$ cat src/rtl/bitblade_pkg.sv
// Shared types and widths for the BitBlade column feeder.
// frame_cfg_t is the per-frame configuration latched on the lane-0 beat.
package bitblade_pkg;

  localparam int LANE_W  = 32;
  localparam int LANES   = 16;
  localparam int SHIFT_W = 3;

  typedef struct packed {
    logic [3:0]               sign_x;
    logic [3:0]               sign_y;
    logic [LANES*SHIFT_W-1:0] signal;
    logic [1:0]               bitwidth;
    logic                     last;
  } frame_cfg_t;

endpackage

$ cat src/rtl/feeder_delay_line.sv
// Fixed-depth valid/tag shift register that models the column pipeline latency.
// The tag is only carried alongside a valid bit, so idle slots hold zero.
module feeder_delay_line #(
  parameter int DEPTH = 8,
  parameter int TAG_W = 1
) (
  input  logic             clk,
  input  logic             rst_n,
  input  logic             in_valid,
  input  logic [TAG_W-1:0] in_tag,
  output logic             out_valid,
  output logic [TAG_W-1:0] out_tag
);

  logic [DEPTH-1:0] vld_q, vld_d;
  logic [TAG_W-1:0] tag_q [DEPTH];
  logic [TAG_W-1:0] tag_d [DEPTH];

  always_comb begin
    vld_d[0] = in_valid;
    tag_d[0] = in_valid ? in_tag : '0;
    for (int i = 1; i < DEPTH; i++) begin
      vld_d[i] = vld_q[i-1];
      tag_d[i] = tag_q[i-1];
    end
  end

  always_ff @(posedge clk or negedge rst_n) begin
    if (!rst_n) begin
      vld_q <= '0;
      for (int i = 0; i < DEPTH; i++) tag_q[i] <= '0;
    end else begin
      vld_q <= vld_d;
      tag_q <= tag_d;
    end
  end

  assign out_valid = vld_q[DEPTH-1];
  assign out_tag   = tag_q[DEPTH-1];

endmodule

$ cat src/rtl/bitblade_column_feeder.sv
// Ping-pong frame store feeding the BitBlade column: fills one bank from the
// source stream while the other waits to be issued for a single cycle.
module bitblade_column_feeder
  import bitblade_pkg::*;
#(
  parameter int LANES          = bitblade_pkg::LANES,
  parameter int COLUMN_LATENCY = 8
) (
  input  logic                       clk,
  input  logic                       reset,
  input  logic                       in_valid,
  output logic                       in_ready,
  input  logic [LANE_W-1:0]          in_input_word,
  input  logic [LANE_W-1:0]          in_weight_word,
  input  logic                       in_last,
  input  logic [3:0]                 cfg_sign_x,
  input  logic [3:0]                 cfg_sign_y,
  input  logic [LANES*SHIFT_W-1:0]   cfg_signal,
  input  logic [1:0]                 cfg_bitwidth,
  input  logic                       col_stall,
  output logic [LANES*LANE_W-1:0]    packed_input_bus,
  output logic [LANES*LANE_W-1:0]    weight_bus,
  output logic [3:0]                 sign_x,
  output logic [3:0]                 sign_y,
  output logic [LANES*SHIFT_W-1:0]   signal,
  output logic [1:0]                 input_bitwidth,
  output logic                       issue_valid,
  output logic                       result_valid,
  output logic                       result_last,
  output logic [15:0]                frames_issued
);

  localparam int CNT_W = $clog2(LANES);

  logic [LANE_W-1:0] bank_in_q [2][LANES];
  logic [LANE_W-1:0] bank_wt_q [2][LANES];

  frame_cfg_t                cfg_q [2];
  frame_cfg_t                cfg_d [2];
  logic [1:0]                full_q, full_d;
  logic                      wr_bank_q, wr_bank_d;
  logic                      rd_bank_q, rd_bank_d;
  logic [CNT_W-1:0]          lane_cnt_q, lane_cnt_d;
  logic [15:0]               frames_q, frames_d;
  logic [LANES*LANE_W-1:0]   in_bus_q, in_bus_d;
  logic [LANES*LANE_W-1:0]   wt_bus_q, wt_bus_d;
  frame_cfg_t                out_cfg_q, out_cfg_d;
  logic                      issue_q, issue_d;

  logic accept, lane_last, issue;

  assign in_ready = !full_q[wr_bank_q];

  always_comb begin
    accept     = in_valid && in_ready;
    lane_last  = (lane_cnt_q == CNT_W'(LANES-1));
    issue      = full_q[rd_bank_q] && !col_stall;

    cfg_d      = cfg_q;
    full_d     = full_q;
    wr_bank_d  = wr_bank_q;
    rd_bank_d  = rd_bank_q;
    lane_cnt_d = lane_cnt_q;
    frames_d   = frames_q;
    in_bus_d   = '0;
    wt_bus_d   = '0;
    out_cfg_d  = out_cfg_q;
    issue_d    = issue;

    if (accept) begin
      lane_cnt_d = lane_last ? '0 : lane_cnt_q + 1'b1;
      if (lane_cnt_q == '0) begin
        cfg_d[wr_bank_q] = '{sign_x:   cfg_sign_x,
                             sign_y:   cfg_sign_y,
                             signal:   cfg_signal,
                             bitwidth: cfg_bitwidth,
                             last:     in_last};
      end
      if (lane_last) begin
        full_d[wr_bank_q] = 1'b1;
        wr_bank_d         = ~wr_bank_q;
      end
    end

    // A fill can only target an empty bank and an issue only a full one,
    // so the two updates to full_d never touch the same bit.
    if (issue) begin
      full_d[rd_bank_q] = 1'b0;
      rd_bank_d         = ~rd_bank_q;
      frames_d          = frames_q + 16'd1;
      out_cfg_d         = cfg_q[rd_bank_q];
      for (int k = 0; k < LANES; k++) begin
        in_bus_d[k*LANE_W +: LANE_W] = bank_in_q[rd_bank_q][k];
        wt_bus_d[k*LANE_W +: LANE_W] = bank_wt_q[rd_bank_q][k];
      end
    end
  end

  always_ff @(posedge clk) begin
    if (accept) begin
      bank_in_q[wr_bank_q][lane_cnt_q] <= in_input_word;
      bank_wt_q[wr_bank_q][lane_cnt_q] <= in_weight_word;
    end
  end

  always_ff @(posedge clk or negedge reset) begin
    if (!reset) begin
      cfg_q[0]   <= '0;
      cfg_q[1]   <= '0;
      full_q     <= '0;
      wr_bank_q  <= 1'b0;
      rd_bank_q  <= 1'b0;
      lane_cnt_q <= '0;
      frames_q   <= '0;
      in_bus_q   <= '0;
      wt_bus_q   <= '0;
      out_cfg_q  <= '0;
      issue_q    <= 1'b0;
    end else begin
      cfg_q      <= cfg_d;
      full_q     <= full_d;
      wr_bank_q  <= wr_bank_d;
      rd_bank_q  <= rd_bank_d;
      lane_cnt_q <= lane_cnt_d;
      frames_q   <= frames_d;
      in_bus_q   <= in_bus_d;
      wt_bus_q   <= wt_bus_d;
      out_cfg_q  <= out_cfg_d;
      issue_q    <= issue_d;
    end
  end

  assign packed_input_bus = in_bus_q;
  assign weight_bus       = wt_bus_q;
  assign sign_x           = out_cfg_q.sign_x;
  assign sign_y           = out_cfg_q.sign_y;
  assign signal           = out_cfg_q.signal;
  assign input_bitwidth   = out_cfg_q.bitwidth;
  assign issue_valid      = issue_q;
  assign frames_issued    = frames_q;

  feeder_delay_line #(
    .DEPTH (COLUMN_LATENCY),
    .TAG_W (1)
  ) u_delay (
    .clk       (clk),
    .rst_n     (reset),
    .in_valid  (issue_q),
    .in_tag    (issue_q & out_cfg_q.last),
    .out_valid (result_valid),
    .out_tag   (result_last)
  );

endmodule
$ cat config.mk
export PLATFORM = sky130hd
export DESIGN_NAME = bitblade_column_feeder
export DESIGN_NICKNAME = d
export VERILOG_FILES = /design/src/rtl/bitblade_pkg.sv /design/src/rtl/feeder_delay_line.sv /design/src/rtl/bitblade_column_feeder.sv
export SDC_FILE = /design/constraint.sdc
export NUM_CORES = 2
export LEC_CHECK = 0
export ABC_AREA = 1
export CAP_MARGIN = 15
export CORE_UTILIZATION = 48
export DETAILED_ROUTE_END_ITERATION = 6
export MAX_ROUTING_LAYER = met4
export PLACE_DENSITY = 0.72
export SLEW_MARGIN = 30
export SYNTH_ARGS = -nofsm -noshare
export SYNTH_HDL_FRONTEND = slang
export SYNTH_SLANG_ARGS = --single-unit
$ cat constraint.sdc
create_clock -name clk -period 8 [get_ports clk]
set_input_delay 1.6 -clock clk [delete_from_list [all_inputs] [get_ports clk]]
set_output_delay 1.6 -clock clk [all_outputs]
set_load 0.005 [all_outputs]
==> out/results.md <==
| Quantity | This run |
| --- | --- |
| Share of layout cells above drive strength 1 | 7.66% |
| Clock buffers created by TritonCTS | 330 |
| Multi-input gate area | 14900 µm² |
| Peak per-stage delay on the critical path | 0.80 ns |
| Master of the slowest instance on the critical path | sky130_fd_sc_hd__buf_4 |
| Number of inserted filler cells in the final layout | 16600 |
| Most used DFF post-synth | sky130_fd_sc_hd__edfxtp_1 |
| Width of the die | 480 µm |
| Antenna violations before repair | 23 |
| Final count of negative-setup-slack endpoints | 0 |
| Final Cycle Share | 64.0% |
| Grt ovf | 0 |
| Reported leakage power | 56.1 nW |
| Number of buffers between clock root and the deepest sink | 4 |
| # H-tree levels | 5 |
| Largest fanout on the critical path | 64 |
| Total clock sinks | 3290 |
| Worst-Skew Late Latency | 0.96 ns |
| Worst IR drop on VDD | 0.273 mV |
| Synth top area share | 56.0% |
| Worst Skew | 0.0735 ns |
| Standard-cell rows | 175 |
| Most common cell in the netlist | sky130_fd_sc_hd__nand2_1 |
| # DRC | 0 |
| Count of distinct cell types in the synthesized netlist | 28 |
| Gate Count Post-Synth | 7498 |
| Number of endpoints with negative hold slack in the final report | 0 |
| Most instantiated cells after synthesis | sky130_fd_sc_hd__nand2_1 (3540), sky130_fd_sc_hd__edfxtp_1 (2048), sky130_fd_sc_hd__dfrtp_1 (1242) |
| Cells resized by post-CTS repair | 0 |
| Nets in the synthesized netlist | 7630 |
| Maximum clock frequency | 0.195 GHz |
| Number of global-route vias before repair | 62900 |
| Startpoint of the worst setup timing path | wr_bank_q$_DFFE_PN0P_ |
| Aggregate global-route resource usage | 29.0% |
| Largest net degree at the start of global routing | 209 |
| CP arrival | 3.52 ns |
| Post-detailed-route count of antenna-violating nets | 0 |
| First-pass detailed-route iteration total | 7 |
| Via count | 64100 |
| Chip height | 480 µm |
| Kind of end point of the critical path | output port |
| Detailed router's first-iteration violation count | 6987 |
| Mean Syn Cell Area | 14.6 µm² |
| Input/output buffers | 1228 |
| RSZ-0062 raised after global routing | no |
| Actual slew at the worst max-slew pin | 1.02 ns |
| Wire length of the first global-routing pass | 455 mm |
| Number of hold-repair buffers added at the cts stage | 0 |
| Post-CTS setup buffer count | 0 |
| Clock edge transition at the registers on the reported setup and hold paths | 0.06 ns |
| Sum Neg Setup Slack | 0 ns |
| Number of synthesized register bits | 3290 |
| Number of ports placed on the die boundary | 1229 |
| Cell types with the largest area share after synthesis | sky130_fd_sc_hd__edfxtp_1 (56%), sky130_fd_sc_hd__dfrtp_1 (28%), sky130_fd_sc_hd__nand2_1 (12%), sky130_fd_sc_hd__nand3_1 (0.90%), sky130_fd_sc_hd__buf_2 (0.73%) |
| Outcome | completed |
| Warnings from Yosys | 0 |
| Placer's final routability congestion estimate | 0.859 |
| Final routed wire length divided by cell count | 26.7 µm |
| Power density cells | 324 nW/µm² |
| Launching point of the worst reg2reg path | wr_bank_q$_DFFE_PN0P_ |
| Detailed Place HPWL | 194 mm |
| Master cell of the clock root buffer | sky130_fd_sc_hd__clkbuf_16 |
| Headroom to the max-slew limit | 32.0% |
| Hold path startpoint | u_delay.vld_q[5]$_DFF_PN0_ |
| Final net count | 8987 |
| Synthesis-to-finish area growth | 23.7% |
| Placed cells | 11500 |
| Biggest area consumer among synthesized cells | sky130_fd_sc_hd__edfxtp_1 |
| Worst EP required | 6.40 ns |
| Kind of start point of the critical path | flip-flop |
| Final Max Tran Viols | 0 |
| Die outline area | 231000 µm² |
| Initial core utilization | 48.3% |
| WHS | 0.333 ns |
| Via-per-instance ratio | 5.28 |
| FF+latch area | 92600 µm² |
| Cell area after synthesis | 110000 µm² |
| Async set-reset flop share out of synthesis | 37.8% |
| Crit path time final | 5.12 ns |
| Number of enable flip-flop cells after synthesis | 2048 |
| Placeable core region | 227000 µm² |
| Critical path class | flip-flop to output port |
| Critical-path cell list | buf_4, nand2_1, o21ai_2, clkdlybuf4s50_1 |
| Overall routed net length | 325 mm |
| Sequential share of the synthesized area | 84.3% |
| CTS tree | yes |
| Min-Delay Path Class | flip-flop to flip-flop |
| Count of max-cap constraint violations | 0 |
| Number of standard cells in the final layout excluding fillers | 12100 |
## per-stage QoR
stage,power (mW),worst slack (ns),utilization [%],instance area (µm²)
after CTS,44.2,2.87,59.7,136000
after global placement,29.0,3.00,55.0,125000
after floorplan,24.5,-0.609,-,110000
final,44.0,2.88,59.8,136000
after global routing,45.6,2.75,59.7,136000
after detailed placement,29.1,2.88,55.0,125000
## worst paths after layout
kind / cells after the start / endpoint / slack [ns]
setup / recovery: 4 / in_ready / 2.88
hold reg to reg: 0 / u_delay.vld_q[6]$_DFF_PN0_ / 0.33
min in group asynchronous: 1 / cfg_q[85]$_DFFE_PN0P_ / 0.66
hold / removal: 0 / u_delay.vld_q[6]$_DFF_PN0_ / 0.33
setup reg to reg: 9 / bank_in_q[0][154]$_DFFE_PP_ / 3.21
max in group asynchronous: 3 / packed_input_bus[393]$_DFF_PN0_ / 5.53
## critical path, delay by kind of cell, from the launching register on
kind	cells	cell delay (ns)
AOI/OAI and AO/OA	1	0.13
buffers and inverters	2	1.54
DFF	1	0.72
and+or+nand+nor	1	0.15
## kinds of logic (layout without fill, tap and decap cells)
group	Yosys count	count (layout)	share of synthesized area [%]
and+or+nand+nor	3795	3795	13.3
xor gates and xnor gates	8	8	0.0638
adders and majority gates	5	5	0.0570
AOI/OAI and AO/OA	8	8	0.0399
other	0	23	0
buffers and inverters	392	2004	2.25
DFF	3290	3290	84.3
## where the power goes
group / leakage, nW / switching, mW / internal [mW] / total [mW]
sequential: 35.3 / 1.10 / 20.2 / 21.3
clock: 5.18 / 6.29 / 8.85 / 15.1
combinational: 15.6 / 4.52 / 3.05 / 7.57
## final cells by class
cell class              count  area share [%]
clock inverters           115           0.894
clock buffers             472            6.89
repair buffers           1375            10.1
inverters                  42           0.142
flip-flops and latches   3290            68.2
diodes                     23          0.0424
well taps                3009            2.77
multi-input cells        3816            11.0
## cells in the final DEF (no fill, tap or decap), types with 10 or more instances in the layout
| cell type | n |
|---|---|
| sky130_fd_sc_hd__clkbuf_16 | 336 |
| sky130_fd_sc_hd__buf_2 | 24 |
| sky130_fd_sc_hd__bufinv_16 | 22 |
| sky130_fd_sc_hd__buf_4 | 121 |
| sky130_fd_sc_hd__nor2_4 | 13 |
| sky130_fd_sc_hd__nand2_1 | 3539 |
| sky130_fd_sc_hd__diode_2 | 23 |
| sky130_fd_sc_hd__clkbuf_1 | 92 |
| sky130_fd_sc_hd__clkinv_2 | 48 |
| sky130_fd_sc_hd__nor4_2 | 16 |
| sky130_fd_sc_hd__nor2_1 | 14 |
| sky130_fd_sc_hd__nand4_1 | 10 |
| sky130_fd_sc_hd__nand3_1 | 197 |
| sky130_fd_sc_hd__clkbuf_8 | 44 |
| sky130_fd_sc_hd__edfxtp_1 | 2048 |
| sky130_fd_sc_hd__buf_12 | 23 |
| sky130_fd_sc_hd__clkdlybuf4s50_1 | 1193 |
| sky130_fd_sc_hd__inv_1 | 33 |
| sky130_fd_sc_hd__clkinv_1 | 23 |
| sky130_fd_sc_hd__dfrtp_1 | 1241 |
## flip-flops by register name (all words and copies together) (netlist names)
| register | count |
|---|---|
| bank_in_q | 1024 |
| bank_wt_q | 1024 |
| packed_input_bus | 512 |
| weight_bus | 512 |
| cfg_q | 118 |
| signal | 48 |
| frames_issued | 16 |
| u_delay.vld_q | 8 |
| u_delay.tag_d | 7 |
| lane_cnt_q | 4 |
| sign_x | 4 |
| sign_y | 4 |
| full_q | 2 |
| input_bitwidth | 2 |
| issue_valid | 1 |
| out_cfg_q | 1 |
| rd_bank_q | 1 |
| u_delay.out_tag | 1 |
| wr_bank_q | 1 |
## routing by layer
layer  routed length [µm]  part of all wire (%)  vias to the layer above  track usage, %
met5                    0                     0                        -               -
met4                15200                   4.7                        0            12.9
met3                37100                    11                      619            9.33
met2               151000                    47                     3442            43.5
met1               121000                    37                    32500            36.0
li1                     -                     -                    27600               -
Power figures use the tool's default switching activity.
